**config.mk**
```make
export PLATFORM = sky130hd
export DESIGN_NAME = hamming_scrubber_15_11
export DESIGN_NICKNAME = d
export VERILOG_FILES = /design/src/rtl/hamming_scrubber_15_11.sv
export SDC_FILE = /design/constraint.sdc
export NUM_CORES = 1
export LEC_CHECK = 0
export CAP_MARGIN = 20
export CELL_PAD_IN_SITES_DETAIL_PLACEMENT = 1
export CELL_PAD_IN_SITES_GLOBAL_PLACEMENT = 1
export CORE_ASPECT_RATIO = 0.5
export CORE_MARGIN = 2
export CORE_UTILIZATION = 35
export CTS_CLUSTER_DIAMETER = 120
export DETAILED_ROUTE_END_ITERATION = 10
export PLACE_DENSITY_LB_ADDON = 0.1
export RECOVER_POWER = 100
export SYNTH_ARGS = -nofsm -noshare
export SYNTH_HDL_FRONTEND = slang
export SYNTH_SLANG_ARGS = --single-unit
```
**constraint.sdc**
```tcl
create_clock -name clk_i -period 3.85 [get_ports clk_i]
set_input_delay 0.5775 -clock clk_i [delete_from_list [all_inputs] [get_ports clk_i]]
set_output_delay 0.5775 -clock clk_i [all_outputs]
set_load 0.05 [all_outputs]
```
**src/rtl/hamming_scrubber_15_11.sv**
```systemverilog
// Background scrubber and port arbiter for a single-port RAM of Hamming(15,11) SEC words.
// The user port always wins the RAM; the scrubber reads, corrects and writes back in the gaps.
module hamming_scrubber_15_11 #(
    parameter int ADDR_W       = 6,
    parameter int SCRUB_PERIOD = 1024
) (
    input  logic              clk_i,
    input  logic              rst_i,
    input  logic              scrub_en_i,
    input  logic              user_req_i,
    input  logic              user_we_i,
    input  logic [ADDR_W-1:0] user_addr_i,
    input  logic [14:0]       user_wdata_i,
    output logic              user_gnt_o,
    output logic              user_rvalid_o,
    output logic [14:0]       user_rdata_o,
    output logic              user_sec_o,
    output logic              mem_en_o,
    output logic              mem_we_o,
    output logic [ADDR_W-1:0] mem_addr_o,
    output logic [14:0]       mem_wdata_o,
    input  logic [14:0]       mem_rdata_i,
    output logic              scrub_busy_o,
    output logic              scrub_pass_o,
    output logic [15:0]       err_count_o
);
    // state | meaning
    // WAIT  | idle, period timer running while enabled
    // RD    | scrub read pending until the port is free
    // CHK   | scrub read data returning, corrected and checked
    // WB    | corrected word waiting to be written back
    typedef enum logic [1:0] {ST_WAIT, ST_RD, ST_CHK, ST_WB} state_t;

    localparam int TMR_W = (SCRUB_PERIOD > 1) ? $clog2(SCRUB_PERIOD) : 1;
    localparam logic [TMR_W-1:0] TMR_LAST = TMR_W'(SCRUB_PERIOD - 1);

    state_t            state_q, state_d;
    logic [TMR_W-1:0]  timer_q, timer_d;
    logic [ADDR_W-1:0] scrub_addr_q, scrub_addr_d;
    logic [14:0]       fix_word_q, fix_word_d;
    logic              scrub_pass_q, scrub_pass_d;
    logic [15:0]       err_count_q, err_count_d;
    logic              user_rd_pend_q, user_rd_pend_d;
    logic              user_rvalid_q, user_rvalid_d;
    logic [14:0]       user_rdata_q, user_rdata_d;
    logic              user_sec_q, user_sec_d;

    logic [3:0]  syn;
    logic        rd_sec;
    logic [14:0] rd_word;
    logic        user_wr_hit;
    logic        advance;
    logic        scrub_sec;
    logic [16:0] err_sum;

    always_comb begin
        syn = 4'd0;
        for (int i = 0; i < 15; i++) begin
            if (mem_rdata_i[i]) syn = syn ^ 4'(i + 1);
        end
        rd_sec  = (syn != 4'd0);
        rd_word = rd_sec ? (mem_rdata_i ^ (15'd1 << (syn - 4'd1))) : mem_rdata_i;
    end

    assign user_wr_hit = user_req_i && user_we_i && (user_addr_i == scrub_addr_q);

    // Scrub accesses are suppressed while in reset so a pending writeback never lands.
    always_comb begin
        mem_en_o    = 1'b0;
        mem_we_o    = 1'b0;
        mem_addr_o  = '0;
        mem_wdata_o = '0;
        if (user_req_i) begin
            mem_en_o    = 1'b1;
            mem_we_o    = user_we_i;
            mem_addr_o  = user_addr_i;
            mem_wdata_o = user_wdata_i;
        end else if (!rst_i && state_q == ST_RD) begin
            mem_en_o   = 1'b1;
            mem_addr_o = scrub_addr_q;
        end else if (!rst_i && state_q == ST_WB) begin
            mem_en_o    = 1'b1;
            mem_we_o    = 1'b1;
            mem_addr_o  = scrub_addr_q;
            mem_wdata_o = fix_word_q;
        end
    end

    always_comb begin
        state_d      = state_q;
        timer_d      = timer_q;
        scrub_addr_d = scrub_addr_q;
        fix_word_d   = fix_word_q;
        scrub_pass_d = 1'b0;
        advance      = 1'b0;
        scrub_sec    = 1'b0;
        case (state_q)
            ST_WAIT: begin
                if (!scrub_en_i) begin
                    timer_d = '0;
                end else if (timer_q == TMR_LAST) begin
                    timer_d = '0;
                    state_d = ST_RD;
                end else begin
                    timer_d = timer_q + 1'b1;
                end
            end
            ST_RD: begin
                if (!user_req_i) state_d = ST_CHK;
            end
            ST_CHK: begin
                fix_word_d = rd_word;
                scrub_sec  = rd_sec;
                if (!rd_sec || user_wr_hit) begin
                    advance = 1'b1;
                    state_d = ST_WAIT;
                end else begin
                    state_d = ST_WB;
                end
            end
            ST_WB: begin
                if (!user_req_i || user_wr_hit) begin
                    advance = 1'b1;
                    state_d = ST_WAIT;
                end
            end
        endcase
        if (advance) begin
            scrub_addr_d = scrub_addr_q + 1'b1;
            scrub_pass_d = &scrub_addr_q;
        end
    end

    always_comb begin
        user_rd_pend_d = user_req_i && !user_we_i;
        user_rvalid_d  = user_rd_pend_q;
        user_rdata_d   = user_rdata_q;
        user_sec_d     = user_sec_q;
        if (user_rd_pend_q) begin
            user_rdata_d = rd_word;
            user_sec_d   = rd_sec;
        end
        err_sum     = {1'b0, err_count_q} + {16'd0, scrub_sec}
                    + {16'd0, user_rd_pend_q && rd_sec};
        err_count_d = err_sum[16] ? 16'hFFFF : err_sum[15:0];
    end

    always_ff @(posedge clk_i) begin
        if (rst_i) begin
            state_q        <= ST_WAIT;
            timer_q        <= '0;
            scrub_addr_q   <= '0;
            fix_word_q     <= '0;
            scrub_pass_q   <= 1'b0;
            err_count_q    <= '0;
            user_rd_pend_q <= 1'b0;
            user_rvalid_q  <= 1'b0;
            user_rdata_q   <= '0;
            user_sec_q     <= 1'b0;
        end else begin
            state_q        <= state_d;
            timer_q        <= timer_d;
            scrub_addr_q   <= scrub_addr_d;
            fix_word_q     <= fix_word_d;
            scrub_pass_q   <= scrub_pass_d;
            err_count_q    <= err_count_d;
            user_rd_pend_q <= user_rd_pend_d;
            user_rvalid_q  <= user_rvalid_d;
            user_rdata_q   <= user_rdata_d;
            user_sec_q     <= user_sec_d;
        end
    end

    assign user_gnt_o    = user_req_i;
    assign user_rvalid_o = user_rvalid_q;
    assign user_rdata_o  = user_rdata_q;
    assign user_sec_o    = user_sec_q;
    assign scrub_busy_o  = (state_q != ST_WAIT);
    assign scrub_pass_o  = scrub_pass_q;
    assign err_count_o   = err_count_q;

endmodule

```
## Word level (Yosys, flattened, before mapping)

Cells that the tools add are included.
Widths: inputs -> output; s select.

- Bits in registers: 68
- Bits in latches: 0
- RAM bits: 0
- Bits in read-only memories: 0
- Input port bits: 41
- Output and inout bits: 59
- Logic and storage cells: 99
- Memories: 0

- Add/sub/neg operators: 5
- $mul: 0
- Div/mod/pow operators: 0
- $lt $le $gt $ge: 0
- Equal/unequal tests: 9
- Shifts and indexed selects: 1
- Muxes and demuxes: 40
- Bitwise logic cells: 16
- Reductions and logical operators: 18

Operators with widths:

| kind | count |
|---|---|
| $mux 15 | 4 |
| $mux 4 | 8 |
| $mux 10 | 2 |
| $mux 6 | 3 |
| $add 16x1->17 | 1 |
| $add 17x1->17 | 1 |
| $mux 16 | 1 |
| $shl 1x4->15 const A | 1 |
| $xor 15x15->15 | 1 |
| $mux 2 | 7 |
| $mux 3 | 4 |
| $not 2->2 | 6 |
| $not 3->3 | 4 |
| $add 10x1->10 const B | 1 |
| $eq 10x10->1 const B | 1 |
| $mux 1 | 9 |
| $pmux 2 s4 | 1 |
| $add 6x1->6 const B | 1 |
| $eq 6x6->1 | 1 |
| $logic_and 1x1->1 | 6 |
| $ne 2x2->1 const B | 3 |
| $reduce_and 6->1 | 1 |
| $eq 2x2->1 const B | 2 |
| $logic_not 1->1 | 4 |
| other kinds (13) | 16 |

## Depth between registers and ports, before layout

Gate-level depths: netlist (run 1).

- Depth in word-level cells: 33
- Gate-level depth with buffers: 15
- Gate-level depth less buffers: 15

## Worst setup path before layout (run 1)

No wires, ideal clock.

- Path kind: input-to-reg
- Start point: input port mem_rdata_i[8]
- End point: register err_count_q[10] (netlist: err_count_o[10])
- Library setup time: 133 ps
- Arrival: 3444 ps
- Required time: 3717 ps
- Slack: 273 ps
- Stages: 14
- Path buffers: 1
- Cell sequence: xnor3_1 -> xnor3_1 -> xnor2_1 -> nand2_1 -> a21oi_1 -> nor2b_1 -> fa_1 -> ha_1 -> nand2_1 -> nor2_1 -> nand2_1 -> or3_1 -> clkbuf_1 -> a21oi_1

- Longest elaborated chain between the ends: 18
- Elaborated cells between the ends (all ways): 19
- Classes of those cells: 2 x add/sub; 9 x mux; 6 x bitwise; 2 x reduce/logical

RTL lines:

| element | line | source |
|---|---|---|
| start: declaration | 22 | `input logic [14:0] mem_rdata_i,` |
| $mux 4 * | 59 | `if (mem_rdata_i[i]) syn = syn ^ 4'(i + 1);` |
| $not 2->2 (no line) | n/a |  |
| $mux 4 * | 59 |  |
| $not 3->3 (no line) | n/a |  |
| $mux 4 * | 59 |  |
| $not 2->2 (no line) | n/a |  |
| $mux 4 * | 59 |  |
| $not 3->3 (no line) | n/a |  |
| [... 2 more ...] | n/a |  |
| $mux 4 * | 59 |  |
| $not 4->4 (no line) | n/a |  |
| $mux 4 * | 59 |  |
| $reduce_bool 4->1 * | 61 | `rd_sec = (syn != 4'd0);` |
| $mux 1 | 97 | `case (state_q)` |
| $add 16x1->17 | 143 | `err_sum = {1'b0, err_count_q} + {16'd0, scrub_sec}` |
| $add 17x1->17 * | 144 | `+ {16'd0, user_rd_pend_q && rd_sec};` |
| $mux 16 * | 145 | `err_count_d = err_sum[16] ? 16'hFFFF : err_sum[15:0];` |
| end signal: assignment | 166 | `err_count_q <= err_count_d;` |
| end: declaration | 42 | `logic [15:0] err_count_q, err_count_d;` |

Every way passes the cells marked *; elsewhere a longest branch is shown, timed or not.
A chain may end at the register's enable or synchronous reset.

## Worst setup path after layout (run 1)

- Start point: input port mem_rdata_i[8]
- End point: register err_count_q[8] (netlist: err_count_o[8])

Same word-level chain as after synthesis.

==> key figures, run 1 <==
Drt
  • DRC: 0
  • Post-route ant nets: 0
  • DRT Wirelength: 10700 µm
  • 1st-iter DRT viols: between 100 and 150
  • Routed WL per cell: 15.8 µm
  • Via density: 5.13
  • Vias: 3453
  • Initial DRT Pass Iterations: 4

Floorplan
  • Std cell rows: 26
  • Die area: 11200 µm²
  • Initial Utilization: 0.357
  • Die W: around 150 µm
  • Core area: 10100 µm²
  • IO Pins: 100
  • Die height: 76.0 µm

Clock tree
  • Inserted Clock Buffers: 9
  • CTS tree: built
  • Depth of the CTS H-tree: 3
  • Sink Count: between 60 and 70
  • Hold-fix buffers, CTS: 0
  • Clock root buffer: clkbuf_16
  • CTS resizes: 0
  • Clock tree buffer depth: 2
  • Reg clk slew, reported paths: 50 ps
  • Clock Latency Late Sink: 320 ps
  • Post-CTS Setup Bufs: 0

Critical path
  • Critical path's largest stage delay: 490 ps
  • Crit-path max FO: 3
  • Crit end category: flop
  • Critical path, cell by cell: clkdlybuf4s50_1 -> clkbuf_1 -> xor3_2 -> xnor2_1 -> nand3_4 -> a21oi_1 -> buf_4 -> nor2b_1 -> fa_1 -> ha_1 -> nand2_1 -> nor2_1 -> and2_1 -> nand2_1 -> xor2_1 -> a21oi_1
  • Slowest CP cell: clkdlybuf4s50_1
  • Worst flop-to-flop path endpoint: err_count_o[10]
  • Critical path type: input port to flop
  • Reg2reg setup slack: between 1000 and 1500 ps
  • Worst r2r src: state_q[1]
  • Crit path buf inv count: 3
  • Worst Reg-to-Reg Cells: 10
  • CP top delay family: XOR/XNOR gates
  • Critical path arrival: approximately 3800 ps
  • Critical Path RT: 4020 ps
  • CP startpoint kind: input port

Layout
  • Nets: 573
  • Share of cells above drive strength 1: 0.101
  • Post-Layout Cell Count: roughly 670
  • Area delta synth->final: 40.5%
  • Number of fill cells: 1202
  • Ant diodes: 0

GRT
  • Initial antenna violation count: 0
  • Tot GR Track Use: 0.194
  • Pin count of the biggest net entering global routing: 69
  • First-pass GRT wire length: 17700 µm
  • Overflow after GRT: 0
  • Vias in the first global route: 3404

STA
  • Max frequency: 276 MHz
  • # setup viols final: 0
  • Crit share post-route: 0.940
  • Min Tclk post-route: 3620 ps
  • Final Slew Violations: 0
  • Worst slew pin tran: 728 ps
  • TNS Setup: 0 ps
  • Worst slew margin relative to its limit: 0.515
  • Fin. Hold Viols: 0
  • Post-Route Skew: 6.13 ps

Power
  • PwrDens: 408 nW/µm²
  • Peak VDD IR: 0.000260 V
  • Leakage power total: between 1.5 and 2 nW

Status
  • Outcome: complete, no violations

Yosys
  • Synthesized area: 3630 µm²
  • Synth Area per Inst: 8.74 µm²
  • FFs w/ async S/R, synth: 0
  • #FFs+latches synth: 68
  • Syn_nets: 460
  • Post-synth EDFFs: 0
  • Sequential cell area fraction in the yosys report: 0.375
  • Synth warnings: 0
  • Synth Flop Type: dfxtp_1
  • Post-Syn Instances: 415
  • Yosys cell types: 45

Placement
  • DP Cell Count: 657
  • Gp weighted congestion: 0.811
  • Final HPWL DP: 7730 µm
  • PortBufs: 99

Worst hold path
  • Cell depth of the worst hold path: 2
  • Worst hold start: user_rdata_o[3]
  • Hold path endpoint: user_rdata_o[3]
  • HP Class: flop to flop

Job
  • Max Cap Viol: 0
[state kept, by name, summed over array words and instances (netlist names)]
| signal | cells |
|---|---|
| err_count_o | 16 |
| fix_word_q | 15 |
| user_rdata_o | 15 |
| timer_q | 10 |
| scrub_addr_q | 6 |
| state_q | 2 |
| scrub_pass_o | 1 |
| user_rd_pend_q | 1 |
| user_rvalid_o | 1 |
| user_sec_o | 1 |
[cells by family (layout without fill, tap and decap cells)]
kind of cell	after synthesis	after routing	synth area share
mux	3	3	0.00828
xor+xnor	55	55	0.162
simple gates	142	142	0.191
fa+ha+maj	4	4	0.0159
flops	68	68	0.375
buf+inv	30	148	0.0321
compound gates	113	113	0.215
[stage by stage]
stage | hold slack (ps) | total power [mW] | worst slack (ps) | util | cell area [µm²]
floorplan | 478 | 1.07 | 273 | - | 3630
global placement | 475 | 1.30 | -27.2 | 0.499 | 5060
detailed placement | 478 | 1.31 | -129 | 0.499 | 5060
CTS | 485 | 2.15 | 191 | 0.529 | 5370
global route | 528 | 2.17 | -3.26 | 0.502 | 5090
finish | 480 | 2.08 | 232 | 0.502 | 5090
[where the power goes]
part,internal (mW),switching [mW]
clock network,0.534,0.297
registers,0.716,0.00668
logic,0.205,0.320
total,1.46,0.624
[area by class of cell]
type | instances | area [µm²] | area share
Clock inverter | 4 | 47.5 | 0.00933
Multi-Input combinational cell | 317 | 2150 | 0.423
Timing Repair Buffer | 127 | 1080 | 0.212
Inverter | 5 | 18.8 | 0.00368
Clock buffer | 12 | 256 | 0.0503
Sequential cell | 68 | 1360 | 0.267
Tap cell | 140 | 175 | 0.0344
[cells in the mapped netlist (all sizes together), types with 3 or more instances]
master / number / area, µm²
a211oi: 43 / 323
a21oi: 30 / 150
a22o: 15 / 131
and3: 6 / 37.5
clkbuf: 24 / 90.1
dfxtp: 68 / 1360
ha: 3 / 37.5
inv: 5 / 18.8
mux2i: 3 / 30.0
nand2: 28 / 105
nand2b: 3 / 18.8
nand3: 16 / 97.6
nand4: 5 / 31.3
nor2: 53 / 201
nor2b: 8 / 50.1
nor3: 6 / 30.0
nor3b: 6 / 45.0
nor4: 3 / 18.8
o21ai: 14 / 70.1
xnor2: 35 / 322
xor2: 16 / 170
[cells in the final DEF (no fill, tap or decap), drive strengths merged, types with 2 or more instances in the layout]
master         count
inv                5
a21oi             30
o31ai              2
a2111oi            2
xnor2             35
nand2b             3
or3                2
or4                2
ha                 3
xnor3              2
and3               6
dlygate4sd3       44
nor3               6
nor2b              8
nor4               3
nor2              53
nand2             28
xor3               2
nand3             16
xor2              16
clkinv             2
buf               25
a22o              15
nor3b              6
dfxtp             68
clkdlybuf4s50     38
o21ai             14
a211oi            43
a31oi              2
clkbuf            32
mux2i              3
nand4              5
[metal layers]
layer,up-vias,share of wire,GRT usage
met5,-,0,0
met4,0,0.0064,0.0324
met3,7,0.046,0.0545
met2,59,0.48,0.328
met1,1668,0.47,0.252
li1,1719,-,-
[tightest hold or removal path, stage by stage (launching register included)]
cell,delay [ps]
dfxtp_1,300
nor2_1,80
a211oi_1,50
[how the worst max path moves through the flow]
| stage | startpoint | end | depth (start not counted) |
|---|---|---|---|
| 3_5_place_dp | mem_rdata_i[10] | err_count_o[10] | 15 |
| 3_3_place_gp | mem_rdata_i[10] | err_count_o[0] | 14 |
| 2_1_floorplan | mem_rdata_i[8] | err_count_o[10] | 14 |
| 6_report | mem_rdata_i[8] | err_count_o[8] | 16 |
| 4_1_cts | mem_rdata_i[10] | err_count_o[8] | 15 |
| 5_1_grt | mem_rdata_i[10] | err_count_o[14] | 17 |
Note: power is estimated with default switching activity, not from simulation.
==> inputs of run 2 (changes only) <==
- ABC_AREA: default -> 1
==> key figures, run 2 <==
Status
  • Outcome: finished, violations left
  • Failing checks: max-capacitance violations, max-slew violations

Floorplan
  • Die height: about 80 µm
  • Core area: between 10000 and 15000 µm²
  • Initial Utilization: 0.357
  • IO Pins: 100
  • Die W: 159 µm
  • Std cell rows: 28
  • Die area: around 13000 µm²

GRT
  • Vias in the first global route: 4526
  • Pin count of the biggest net entering global routing: 42
  • Tot GR Track Use: 0.213
  • First-pass GRT wire length: 22100 µm
  • Initial antenna violation count: 0
  • Overflow after GRT: 0

Yosys
  • #FFs+latches synth: between 60 and 70
  • Syn_nets: around 700
  • Synth Area per Inst: about 6.5 µm²
  • Largest family of logic cells by synthesized area: simple AND/OR/NAND/NOR gates
  • Mux contribution to synthesized area: 0
  • Area leader, netlist: dfxtp_1
  • FFs w/ async S/R, synth: 0
  • Post-Synth Simple-Gate Area: 0.342
  • Synth warnings: 0
  • Post-synth EDFFs: 0
  • Area fraction of the dominant cell type after synthesis: 0.325
  • Synth Area in Compound Gates: 0.152
  • Synthesized area: 4190 µm²
  • Post-Syn Instances: 645
  • Synth top cells by count: nand2_1 (158), inv_1 (106), dfxtp_1 (68), nand3_1 (65), nor2_1 (52)
  • Count leader, synth: nand2_1
  • Yosys cell types: 44
  • Synth Flop Type: dfxtp_1
  • Post-Synth Adder-Cell Area: 0.0137
  • XOR/XNOR Fraction of Synth Area: 0.0314
  • Sequential cell area fraction in the yosys report: 0.325
  • Largest cells by area after synthesis: dfxtp_1 (32%), nand2_1 (14%), inv_1 (9.5%)

Placement
  • PortBufs: just under 100
  • Place WS: -232 ps
  • Final HPWL DP: 10000 µm
  • Gp weighted congestion: roughly 0.83
  • DP Cell Count: 919
  • Placed inst area: 5450 µm²

Drt
  • DRC: 0
  • Post-route ant nets: 0
  • DRT Wirelength: roughly 13000 µm
  • Routed WL per cell: between 10 and 15 µm
  • Vias: around 4500
  • Via density: 4.81
  • 1st-iter DRT viols: 229
  • Initial DRT Pass Iterations: 4

Critical path
  • Critical Path RT: 4060 ps
  • CP startpoint kind: input port
  • Critical path type: input port to flop
  • Crit-path max FO: 5
  • Crit end category: flop
  • Critical path arrival: 3790 ps

Power
  • Sw Pwr: 0.586 mW
  • Total Power: between 1.5 and 2 mW
  • Clock share of power: 0.412
  • Internal power: 1.37 mW
  • Peak VDD IR: 0.000204 V
  • Leakage power total: approximately 2.7 nW
  • Sw Share: 0.300
  • PwrDens: about 340 nW/µm²
  • Register share of total power: 0.370
  • Comb pwr share: 0.218

Layout
  • Share of cells above drive strength 1: 0.104
  • Final instance area: roughly 5700 µm²
  • Largest register FFs: 16
  • Nets: 811
  • Area delta synth->final: 36.0%
  • Ant diodes: 0
  • Most frequent cells in the layout: nand2_1 (158), inv_1 (108), dfxtp_1 (68), nand3_1 (65), nor2_1 (46)
  • Commonest non-fill, non-tap cell in the layout: nand2_1
  • Post-Layout Cell Count: 935

STA
  • # setup viols final: 0
  • Post-Route Skew: 5.84 ps
  • Fin. Hold Viols: 0
  • Worst slew margin relative to its limit: -0.332
  • Min Tclk post-route: 3580 ps
  • Final Slew Violations: 42
  • Max frequency: 280 MHz
  • Worst slew pin tran: roughly 2000 ps
  • TNS Setup: 0 ps
  • Crit share post-route: 0.929
  • Setup WS post-layout: 274 ps

Clock tree
  • Reg clk slew, reported paths: 50 ps
  • Clock tree buffer depth: 2
  • Hold-fix buffers, CTS: 0
  • Inserted Clock Buffers: 9
  • Clock Latency Late Sink: 330 ps
  • Depth of the CTS H-tree: 3
  • Sink Count: 68
  • Clock root buffer: clkbuf_16
  • CTS tree: built

Job
  • Max Cap Viol: 1

Worst hold path
  • HP Class: flop to flop
==> run 2: path summary, 6_finish.rpt <==
| kind | start | slack (ps) | cells past startpoint | end |
|---|---|---|---|---|
| worst max-delay path | mem_rdata_i[13] | 270 | 25 | err_count_o[10] |
| worst min-delay path | user_rdata_o[1] | 480 | 2 | user_rdata_o[1] |
| worst max register to register | state_q[1] | 1450 | 15 | err_count_o[9] |
| worst min register to register | user_rdata_o[1] | 480 | 2 | user_rdata_o[1] |
==> run 2: routing by layer <==
metal,wire length (µm),vias up,share of wire,global-route usage
met5,0,-,0,0
met4,53,0,0.0040,0.0477
met3,413,4,0.031,0.0398
met2,6250,52,0.47,0.378
met1,6460,2117,0.49,0.273
li1,-,2321,-,-
==> run 2: power groups by stage <==
stage	clock [mW]	combinational, mW	sequential (mW)
after global routing	0.863	0.467	0.726
after global placement	0	0.437	0.740
after detailed placement	0	0.442	0.740
final	0.806	0.426	0.724
after CTS	0.826	0.445	0.725
after floorplan	0	0.249	0.773
==> run 2: metrics by stage <==
| step | hold WS [ps] | util |
|---|---|---|
| after floorplan | 453 | - |
| after global placement | 465 | 0.464 |
| after detailed placement | 469 | 0.464 |
| after CTS | 487 | 0.489 |
| after global routing | 513 | 0.486 |
| final | 477 | 0.486 |
==> run 2: cell type report <==
type,instances,area (µm²)
fillers,1560,6040
multi-input cells,440,2280
flip-flops and latches,68,1360
repair buffers,134,1130
inverters,113,429
clock buffers,10,239
well taps,165,206
clock inverters,5,52.6
==> run 2: kinds of logic (layout without fill, tap and decap cells) <==
family,Yosys count,after routing
buffers and inverters,137,262
adders and majority gates,4,4
xor gates and xnor gates,15,15
DFF,68,68
AOI/OAI and AO/OA,105,105
and+or+nand+nor,316,316
==> run 2: what timing repair did <==
item / 4_1_cts / 5_1_grt
setup endpoints to repair: 0 / 16
setup buffers: 0 / 1
gates resized for setup: 0 / 18
==> run 2: critical path: stages <==
cell and delay (ps):
clkdlybuf4s50_1 480, inv_1 110, nor2_1 100, inv_1 60, nand2_1 60, nand2_1 50
nand2_1 110, inv_1 60, nand2_2 80, nand2_4 50, nor2_1 130, nand2_1 130
inv_1 180, nor2_4 60, fa_2 380, ha_1 230, nand3_1 140, nor3_2 60
nand2_1 100, nor2_2 50, inv_1 80, nor2_2 50, buf_4 150, o21ai_0 240
inv_1 70
